--- src/rtl/tdm_demux4_pkg.sv ---
// Constants and lane-packing rule shared between the TDM lane mux and demux.
package tdm_demux4_pkg;

    localparam int TDM_LANES  = 4;
    localparam int TDM_SLOT_W = 2;

    // Lane i of a packed frame occupies bits [width*(i+1)-1 : width*i].
    function automatic int lane_lsb(input int lane, input int width);
        return lane * width;
    endfunction

endpackage

--- src/rtl/lane_wr_dec.sv ---
// Slot decoder: turns (slot counter, din_valid, frame_sync) into lane write
// strobes, a frame-complete strobe (lane 3 slot) and a misaligned-sync flag.
module lane_wr_dec
    import tdm_demux4_pkg::*;
(
    input  logic [TDM_SLOT_W-1:0] cnt,
    input  logic                  din_valid,
    input  logic                  frame_sync,
    output logic [TDM_LANES-2:0]  lane_we,
    output logic                  frame_done,
    output logic                  sync_miss
);

    always_comb begin
        // NOTE: every output gets a default before the branches so no latch is inferred.
        lane_we    = '0;
        frame_done = 1'b0;
        sync_miss  = 1'b0;
        if (din_valid) begin
            if (frame_sync) begin
                lane_we[0] = 1'b1;
                sync_miss  = (cnt != '0);
            end else if (cnt == TDM_SLOT_W'(TDM_LANES - 1)) begin
                // Lane 3 has no register; its slot completes the frame.
                frame_done = 1'b1;
            end else begin
                lane_we[cnt] = 1'b1;
            end
        end
    end

endmodule

--- src/rtl/tdm_demux4.sv ---
// Receive-side 4:1 TDM demultiplexer: steers samples into lane registers and
// hands a complete frame to the consumer through a valid/ready output slot.
module tdm_demux4
    import tdm_demux4_pkg::*;
#(
    parameter int WIDTH = 8
) (
    input  logic                   clk,
    input  logic                   rst,
    input  logic [WIDTH-1:0]       din,
    input  logic                   din_valid,
    input  logic                   frame_sync,
    output logic [4*WIDTH-1:0]     out_data,
    output logic                   out_valid,
    input  logic                   out_ready,
    output logic                   sync_err,
    output logic                   overflow
);

    logic [TDM_SLOT_W-1:0] cnt;
    logic [WIDTH-1:0]      lane [TDM_LANES-1];
    logic [TDM_LANES-2:0]  lane_we;
    logic                  frame_done;
    logic                  sync_miss;
    logic                  slot_free;

    lane_wr_dec u_dec (
        .cnt        (cnt),
        .din_valid  (din_valid),
        .frame_sync (frame_sync),
        .lane_we    (lane_we),
        .frame_done (frame_done),
        .sync_miss  (sync_miss)
    );

    // The output slot can take a new frame if empty or being drained this cycle.
    assign slot_free = !out_valid || out_ready;

    // NOTE: all state here is updated with non-blocking assignments so every
    // register samples the pre-edge values, independent of statement order.
    always_ff @(posedge clk or posedge rst) begin
        if (rst) begin
            cnt       <= '0;
            out_data  <= '0;
            out_valid <= 1'b0;
            sync_err  <= 1'b0;
            overflow  <= 1'b0;
            for (int i = 0; i < TDM_LANES - 1; i++) lane[i] <= '0;
        end else begin
            sync_err <= sync_miss;

            if (din_valid) cnt <= frame_sync ? TDM_SLOT_W'(1) : cnt + 1'b1;

            for (int i = 0; i < TDM_LANES - 1; i++)
                if (lane_we[i]) lane[i] <= din;

            if (frame_done) begin
                if (slot_free) begin
                    out_data[lane_lsb(TDM_LANES - 1, WIDTH) +: WIDTH] <= din;
                    for (int i = 0; i < TDM_LANES - 1; i++)
                        out_data[lane_lsb(i, WIDTH) +: WIDTH] <= lane[i];
                    out_valid <= 1'b1;
                end else begin
                    overflow <= 1'b1;
                end
            end else if (out_valid && out_ready) begin
                out_valid <= 1'b0;
            end
        end
    end

endmodule

--- config.mk ---
export PLATFORM = sky130hd
export DESIGN_NAME = tdm_demux4
export DESIGN_NICKNAME = d
export VERILOG_FILES = /design/src/rtl/tdm_demux4_pkg.sv /design/src/rtl/lane_wr_dec.sv /design/src/rtl/tdm_demux4.sv
export SDC_FILE = /design/constraint.sdc
export NUM_CORES = 1
export LEC_CHECK = 0
export CORE_AREA = 8 8 88 90
export CTS_BUF_LIST = sky130_fd_sc_hd__clkbuf_16
export DETAILED_ROUTE_END_ITERATION = 16
export DIE_AREA = 0 0 96 98
export HOLD_SLACK_MARGIN = 0.02
export PLACE_DENSITY = 0.63
export SLEW_MARGIN = 20
export SYNTH_ARGS = -nofsm -noshare
export SYNTH_HDL_FRONTEND = slang
export SYNTH_HIERARCHICAL = 1
export SYNTH_SLANG_ARGS = --single-unit
--- constraint.sdc ---
create_clock -name clk -period 3 [get_ports clk]
set_clock_uncertainty 0.2 [all_clocks]
set_input_delay 0.75 -clock clk [delete_from_list [all_inputs] [get_ports clk]]
set_output_delay 0.75 -clock clk [all_outputs]
set_load 0.03 [all_outputs]
* Word level (Yosys, flattened, before mapping)
Cells that the tools add are included.
Storage, ports and cells: word-level logic and storage cells 38, output and inout port bits 35, bits in registers 61, input bits 13
Cells by class: add/sub/neg operators 1, reduce and logical (&&, ||, !) cells 9, bitwise gates (word level) 1, $lt $le $gt $ge 2, multiplexer cells 15, equal/unequal tests 2
Operator list (number):
- 1-bit two-way mux | 10
- 3-bit two-way mux | 2
- 2-bit AND reduction | 3
- 2-bit two-way mux | 2
- 2-bit nonzero test | 2
- 2-bit by 3-bit < comparator with 1-bit output, second input constant | 1
- 2-bit by 1-bit adder with 2-bit output, second input constant | 1
- 1-bit demux with 2-bit select | 1
- 2-bit equality test, second input constant | 1
- 2-bit by 1-bit >= comparator with 1-bit output, second input constant | 1
- 1-bit logical AND | 2
- 2-bit by 1-bit inequality test with 1-bit output, second input constant | 1
- 1-bit zero test | 1
- 1-bit logical OR | 1
- 1-bit NOT | 1

* Longest topological paths before layout
Gate-level depths: netlist of run 1.
word-level depth 7, mapped depth 4, depth with buffers taken out 3

* By module
The synthesis of run 1 kept the hierarchy.
By module, submodules not included:
- tdm_demux4 | cells each 137, instances 1, sequential area each 1526.5 sq um, area each 2426.1 sq um
- lane_wr_dec | cells each 7, instances 1, sequential area each 0.0 sq um, area each 55.1 sq um

* Worst setup path after synthesis of run 1
OpenSTA, ideal clock, no wires.
kind input to register, start input port frame_sync, end register out_data[0], stages 4, setup time 0.125 ns, required time 2.675 ns, setup slack 1.100 ns, buffers on the path 1, arrival time 1.575 ns, path through and4b_2 > nand2_4 > buf_12 > mux2_4
On the way: word-level cells in the longest chain between the ends 3
Ends and longest elaborated chain:
- from (decl) | RTL line tdm_demux4.sv:12 | input logic frame_sync,
- 1-bit two-way mux | RTL line lane_wr_dec.sv:20 | if (frame_sync) begin
- 1-bit two-way mux | RTL line lane_wr_dec.sv:19 | if (din_valid) begin
- 2-bit AND reduction (no source line)
- to (signal, indexed assignment) | RTL line tdm_demux4.sv:59 | out_data[lane_lsb(TDM_LANES - 1, WIDTH) +: WIDTH] <= din;
- to (signal, indexed assignment) | RTL line tdm_demux4.sv:61 | out_data[lane_lsb(i, WIDTH) +: WIDTH] <= lane[i];
- to (decl) | RTL line tdm_demux4.sv:13 | output logic [4*WIDTH-1:0] out_data,
Every way passes these cells. A chain may end at the register's enable or synchronous reset.

* Worst setup path after layout of run 1
start register out_data[26], end output port out_data[26]
No word-level cell between the ends.

==> flow_metrics.env, run 1 <==
export IMPL_cp_max_fo=2
export IMPL_critPathMaxStageDelay_ps=690
export IMPL_die_w_um=96
export IMPL_die_h_um=98
export IMPL_grt_pass1_wl_um=7960
export IMPL_worst_pin_slew_ps=495
export IMPL_grt_start_max_net_pins=42
export IMPL_htreeDepth=3
export IMPL_wl_per_cell_um=17.0
export IMPL_ctsResizeCount=0
export IMPL_clk_root_buffer_cell="clkbuf_16"
export IMPL_required_ps=2050
export IMPL_hold_viol=0
export IMPL_ys_seq_elements=61
export IMPL_critPathSlowestCell="clkdlybuf4s50_1"
export IMPL_setup_viol=0
export IMPL_cp_cell_sequence="clkdlybuf4s50_1"
export IMPL_use_met1_pct=14.0
export IMPL_drv_cap=0
export IMPL_routed_via_count=1367
export IMPL_insertion_delay_ps=320
export IMPL_syn2layout_area_growth_pct=34.2
export IMPL_drtIter0Drc=37
export IMPL_via_per_inst=4.81
export IMPL_final_seq_area_sq_um=1530
export IMPL_routed_wl_um=4830
export IMPL_fin_total_pwr_mw=3.74
export IMPL_grt_util_met2_pct=16.4
export IMPL_drc=0
export IMPL_synthCells=144
export IMPL_fin_crit_ps=2340
export IMPL_max_slew_margin_pct=67.0
export IMPL_nFillCells=532
export IMPL_fin_area_sq_um=3330
export IMPL_p_per_area_nw_per_um2=1120
export IMPL_first_pass_iters=3
export IMPL_grt_use_total_pct=11.5
export IMPL_cp_buffers_inverters=1
export IMPL_arrival_ps=1390
export IMPL_status="finished, final reports clean"
export IMPL_fin_nets=212
export IMPL_placed_area_sq_um=3020
export IMPL_hpwl_um=3450
export IMPL_grt_ovfl_total=0
export IMPL_postCtsHoldBufs=0
export IMPL_drt_antenna_violating_nets=0
export IMPL_clk_pin_slew_ps=50
export IMPL_multi_input_area_sq_um=872
export IMPL_ys_types=16
export IMPL_worstHoldPathType="reg2reg"
export IMPL_synth_area_sq_um=2480
export IMPL_numCtsBuffers=9
export IMPL_final_max_slew_viol_count=0
export IMPL_crit_family="buffers and inverters"
export IMPL_crit_path_end_kind="output pin"
export IMPL_antenna_cells=0
export IMPL_clock_path_buffers=2
export IMPL_grtUsageMet3_pct=2.99
export IMPL_tns_ps=0
export IMPL_final_common_cell="dfrtp_1"
export IMPL_grt_pass1_vias=1517
export IMPL_rsz0062_at_grt="false"
export IMPL_drive_gt1_share_pct=38.2
export IMPL_yosys_warnings=6
export IMPL_routabilityCongestion=0.685
export IMPL_rows=30
export IMPL_postCtsSetupBuffers=0
export IMPL_synth_avg_cell_area_sq_um=17.2
export IMPL_p_leak_nw=1.55
export IMPL_pre_cts_ws_ps=391
export IMPL_antenna_found_initial=0
export IMPL_yosysSeqAreaShare_pct=61.5
export IMPL_die_area_sq_um=9410
export IMPL_core_area_sq_um=6490
export IMPL_worst_setup_path_start_kind="flop"
export IMPL_synth_nets=157
export IMPL_grt_most_used_layer="met2"
export IMPL_post_route_period_util_pct=77.9
export IMPL_setup_slack_ps=663
export IMPL_initial_core_util_pct=38.2
export IMPL_fmax_mhz=428
export IMPL_ios=48
export IMPL_ir_drop_uv=566
export IMPL_cts_sinks=61
export IMPL_final_cell_mix="dfrtp_1, clkdlybuf4s50_1, mux2_4"
export IMPL_cts_tree="built"
export IMPL_criticalPathCategory="reg2out"
export IMPL_port_buffers=47
==> cells in the mapped netlist, drive strengths merged <==
cell | count | share of area, %
nand2b | 2 | 0.81
buf | 6 | 3.0
and4bb | 2 | 1.0
nor2 | 6 | 0.91
o21a | 1 | 0.30
inv | 2 | 0.30
nand2 | 5 | 1.1
dfrtp | 61 | 62
o311ai | 1 | 0.35
o21bai | 1 | 0.30
mux2 | 56 | 30
and4b | 1 | 0.45
==> kinds of logic (layout without fill, tap and decap cells) <==
family	count (synthesis)	in the layout	share of synthesized area (%)
muxes	56	56	30.0
DFF	61	61	61.5
and+or+nand+nor	16	16	4.24
AOI/OAI and AO/OA	3	3	0.958
buffers and inverters	8	68	3.33
==> worst paths after layout <==
path / startpoint / to / slack [ps] / cells after the start
worst max register to register: cnt[1] / lane[16] / 1220 / 3
worst min-delay path: overflow / overflow / 290 / 1
worst min register to register: overflow / overflow / 290 / 1
worst max-delay path: out_data[26] / out_data[26] / 660 / 1
max in group asynchronous: rst / out_data[2] / 1440 / 3
min in group asynchronous: rst / lane[4] / 580 / 2
==> area by class of cell <==
cell class                 count  share of cell area [%]
inverter                       2                   0.225
sequential                    61                    45.8
multi-input combinational     75                    26.2
clock inverter                 7                    2.44
timing repair buffer          50                    15.6
clock buffer                   9                    6.76
tap                           80                    3.01
==> layer usage <==
| layer | part of all wire (%) | routed length [um] |
|---|---|---|
| met1 | 44 | 2130 |
| met4 | 3.6 | 175 |
| met2 | 46 | 2230 |
| met3 | 6.2 | 301 |
| met5 | 0 | 0 |
==> per-stage QoR <==
step	utilization (%)	hold slack, ps	std cells
3_3_place_gp	46.6	268	268
4_1_cts	51.3	298	284
2_1_floorplan	-	278	144
6_report	51.3	288	284
5_1_grt	51.3	315	284
3_5_place_dp	46.6	287	268
==> registers in the layout, indices dropped and copies added (netlist names) <==
signal,count
cnt,2
out_valid,1
lane,24
sync_err,1
out_data,32
overflow,1
==> report_power, final <==
group          leakage, nW  switching, mW  internal, mW
Clock                0.155          0.330         0.713
Combinational        0.651          0.654         0.715
Sequential           0.746          0.188          1.14
Power figures use the tool's default switching activity.
==> inputs of run 2 (changes only) <==
clock period = 2.28 ns   (was 3 ns; I/O delays follow)
==> flow_metrics.env, run 2 (synthesis results as in run 1) <==
export IMPL_status="finished, final reports clean"
export IMPL_p_leak_nw=1.55
export IMPL_clk_pin_slew_ps=50
export IMPL_crit_family="buffers and inverters"
export IMPL_fmax_mhz=461
export IMPL_reg2reg_from="cnt[0]"
export IMPL_die_w_um=96
export IMPL_clock_path_buffers=2
export IMPL_postCtsHoldBufs=0
export IMPL_fin_nets=216
export IMPL_nFillCells=538
export IMPL_r2r_cells=4
export IMPL_cts_tree="built"
export IMPL_die_area_sq_um=9410
export IMPL_syn2layout_area_growth_pct=33.8
export IMPL_grt_pass1_wl_um=7910
export IMPL_postCtsSetupBuffers=0
export IMPL_fin_crit_ps=2170
export IMPL_worst_setup_path_start_kind="flop"
export IMPL_drive_gt1_share_pct=38.2
export IMPL_drtIter0Drc=36
export IMPL_min_path_cells=1
export IMPL_ir_drop_uv=745
export IMPL_p_per_area_nw_per_um2=1410
export IMPL_final_cell_mix="dfrtp_1, clkdlybuf4s50_1, mux2_4"
export IMPL_numCtsBuffers=9
export IMPL_initial_core_util_pct=38.2
export IMPL_fin_area_sq_um=3320
export IMPL_critPathMaxStageDelay_ps=690
export IMPL_final_max_slew_viol_count=0
export IMPL_grt_ovfl_total=0
export IMPL_cp_cell_sequence="clkdlybuf4s50_1"
export IMPL_required_ps=1510
export IMPL_clk_root_buffer_cell="clkbuf_16"
export IMPL_first_pass_iters=4
export IMPL_regMostFlops="out_data"
export IMPL_worst_pin_slew_ps=336
export IMPL_utilization_pct=51.1
export IMPL_core_area_sq_um=6490
export IMPL_crit_path_end_kind="output pin"
export IMPL_grt_pass1_vias=1493
export IMPL_routed_wl_um=4750
export IMPL_reg_top3="out_data (32), lane (24), cnt (2)"
export IMPL_worstHoldPathType="reg2reg"
export IMPL_ctsResizeCount=0
export IMPL_ios=48
export IMPL_final_seq_area_sq_um=1530
export IMPL_drc=0
export IMPL_max_slew_margin_pct=77.5
export IMPL_setup_viol=0
export IMPL_hold_viol=0
export IMPL_arrival_ps=1400
export IMPL_grt_use_total_pct=11.2
export IMPL_fin_total_pwr_mw=4.68
export IMPL_htreeDepth=3
export IMPL_rows=30
export IMPL_timing_hold_ws_ps=283
export IMPL_rsz0062_at_grt="false"
export IMPL_worst_r2r_endpoint="out_data[27]"
export IMPL_largest_reg_flops=32
export IMPL_post_route_period_util_pct=95.2
export IMPL_critPathSlowestCell="clkdlybuf4s50_1"
export IMPL_r2r_setup_slack_ps=630
export IMPL_final_common_cell="dfrtp_1"
export IMPL_cp_max_fo=2
export IMPL_min_to="overflow"
export IMPL_antenna_cells=0
export IMPL_min_from="overflow"
export IMPL_cp_buffers_inverters=1
export IMPL_multi_input_area_sq_um=872
export IMPL_cts_sinks=61
export IMPL_drt_antenna_violating_nets=0
export IMPL_via_per_inst=4.79
export IMPL_tns_ps=0
export IMPL_placed_area_sq_um=3070
export IMPL_hpwl_um=3220
export IMPL_routed_via_count=1374
export IMPL_routabilityCongestion=0.726
export IMPL_port_buffers=47
export IMPL_die_h_um=98
export IMPL_antenna_found_initial=0
export IMPL_wl_per_cell_um=16.6
export IMPL_insertion_delay_ps=320
export IMPL_grt_start_max_net_pins=62
export IMPL_drv_cap=0
export IMPL_criticalPathCategory="reg2out"
==> run 2: through the flow <==
| step | setup slack [ps] | cells |
|---|---|---|
| 6_report | 109 | 287 |
| 2_1_floorplan | 560 | 144 |
| 5_1_grt | 58.4 | 287 |
| 4_1_cts | 80.2 | 287 |
| 3_3_place_gp | -19.1 | 272 |
| 3_5_place_dp | -71.3 | 272 |
==> run 2: worst max path at each step <==
stage / start / to / slack (ps) / depth (start not counted)
after detailed placement: frame_sync / lane[9] / -70 / 4
after global placement: frame_sync / lane[8] / -20 / 4
after floorplan: frame_sync / out_data[0] / 560 / 4
after global routing: out_valid / out_valid / 60 / 1
final: out_valid / out_valid / 110 / 1
after CTS: out_valid / out_valid / 80 / 1
==> run 2: worst register-to-register path, stage by stage, from the launching register on <==
cell	delay, ps
dfrtp_1	440
and4b_2	280
nand2_4	90
buf_12	180
mux2_2	340
==> run 2: where the power goes <==
| group | leakage, nW | switching [mW] | internal (mW) |
|---|---|---|---|
| Clock | 0.130 | 0.429 | 0.705 |
| Sequential | 0.746 | 0.240 | 1.50 |
| Combinational | 0.673 | 0.854 | 0.950 |
| Total | 1.55 | 1.52 | 3.16 |
==> run 2: layout make-up <==
| type | count | area share [%] |
|---|---|---|
| timing repair buffer | 54 | 16.9 |
| tap | 80 | 3.02 |
| sequential | 61 | 46.0 |
| inverter | 2 | 0.339 |
| multi-input combinational | 75 | 26.3 |
| clock inverter | 6 | 0.716 |
| clock buffer | 9 | 6.78 |
==> run 2: per-layer routing <==
layer | GRT usage [%] | part of all wire, % | vias to the layer above
met3 | 5.45 | 8.2 | 8
met1 | 14.7 | 46 | 698
met5 | 0 | 0 | -
met2 | 15.1 | 44 | 45
li1 | - | - | 623
met4 | 4.97 | 1.6 | 0
==> inputs of run 3 (changes only) <==
CAP_MARGIN = 20   (was not set)
HOLD_SLACK_MARGIN = not set   (was 0.02)
==> results of run 3 <==
No change in the layout: final DEF, timing and power equal those of run 2.
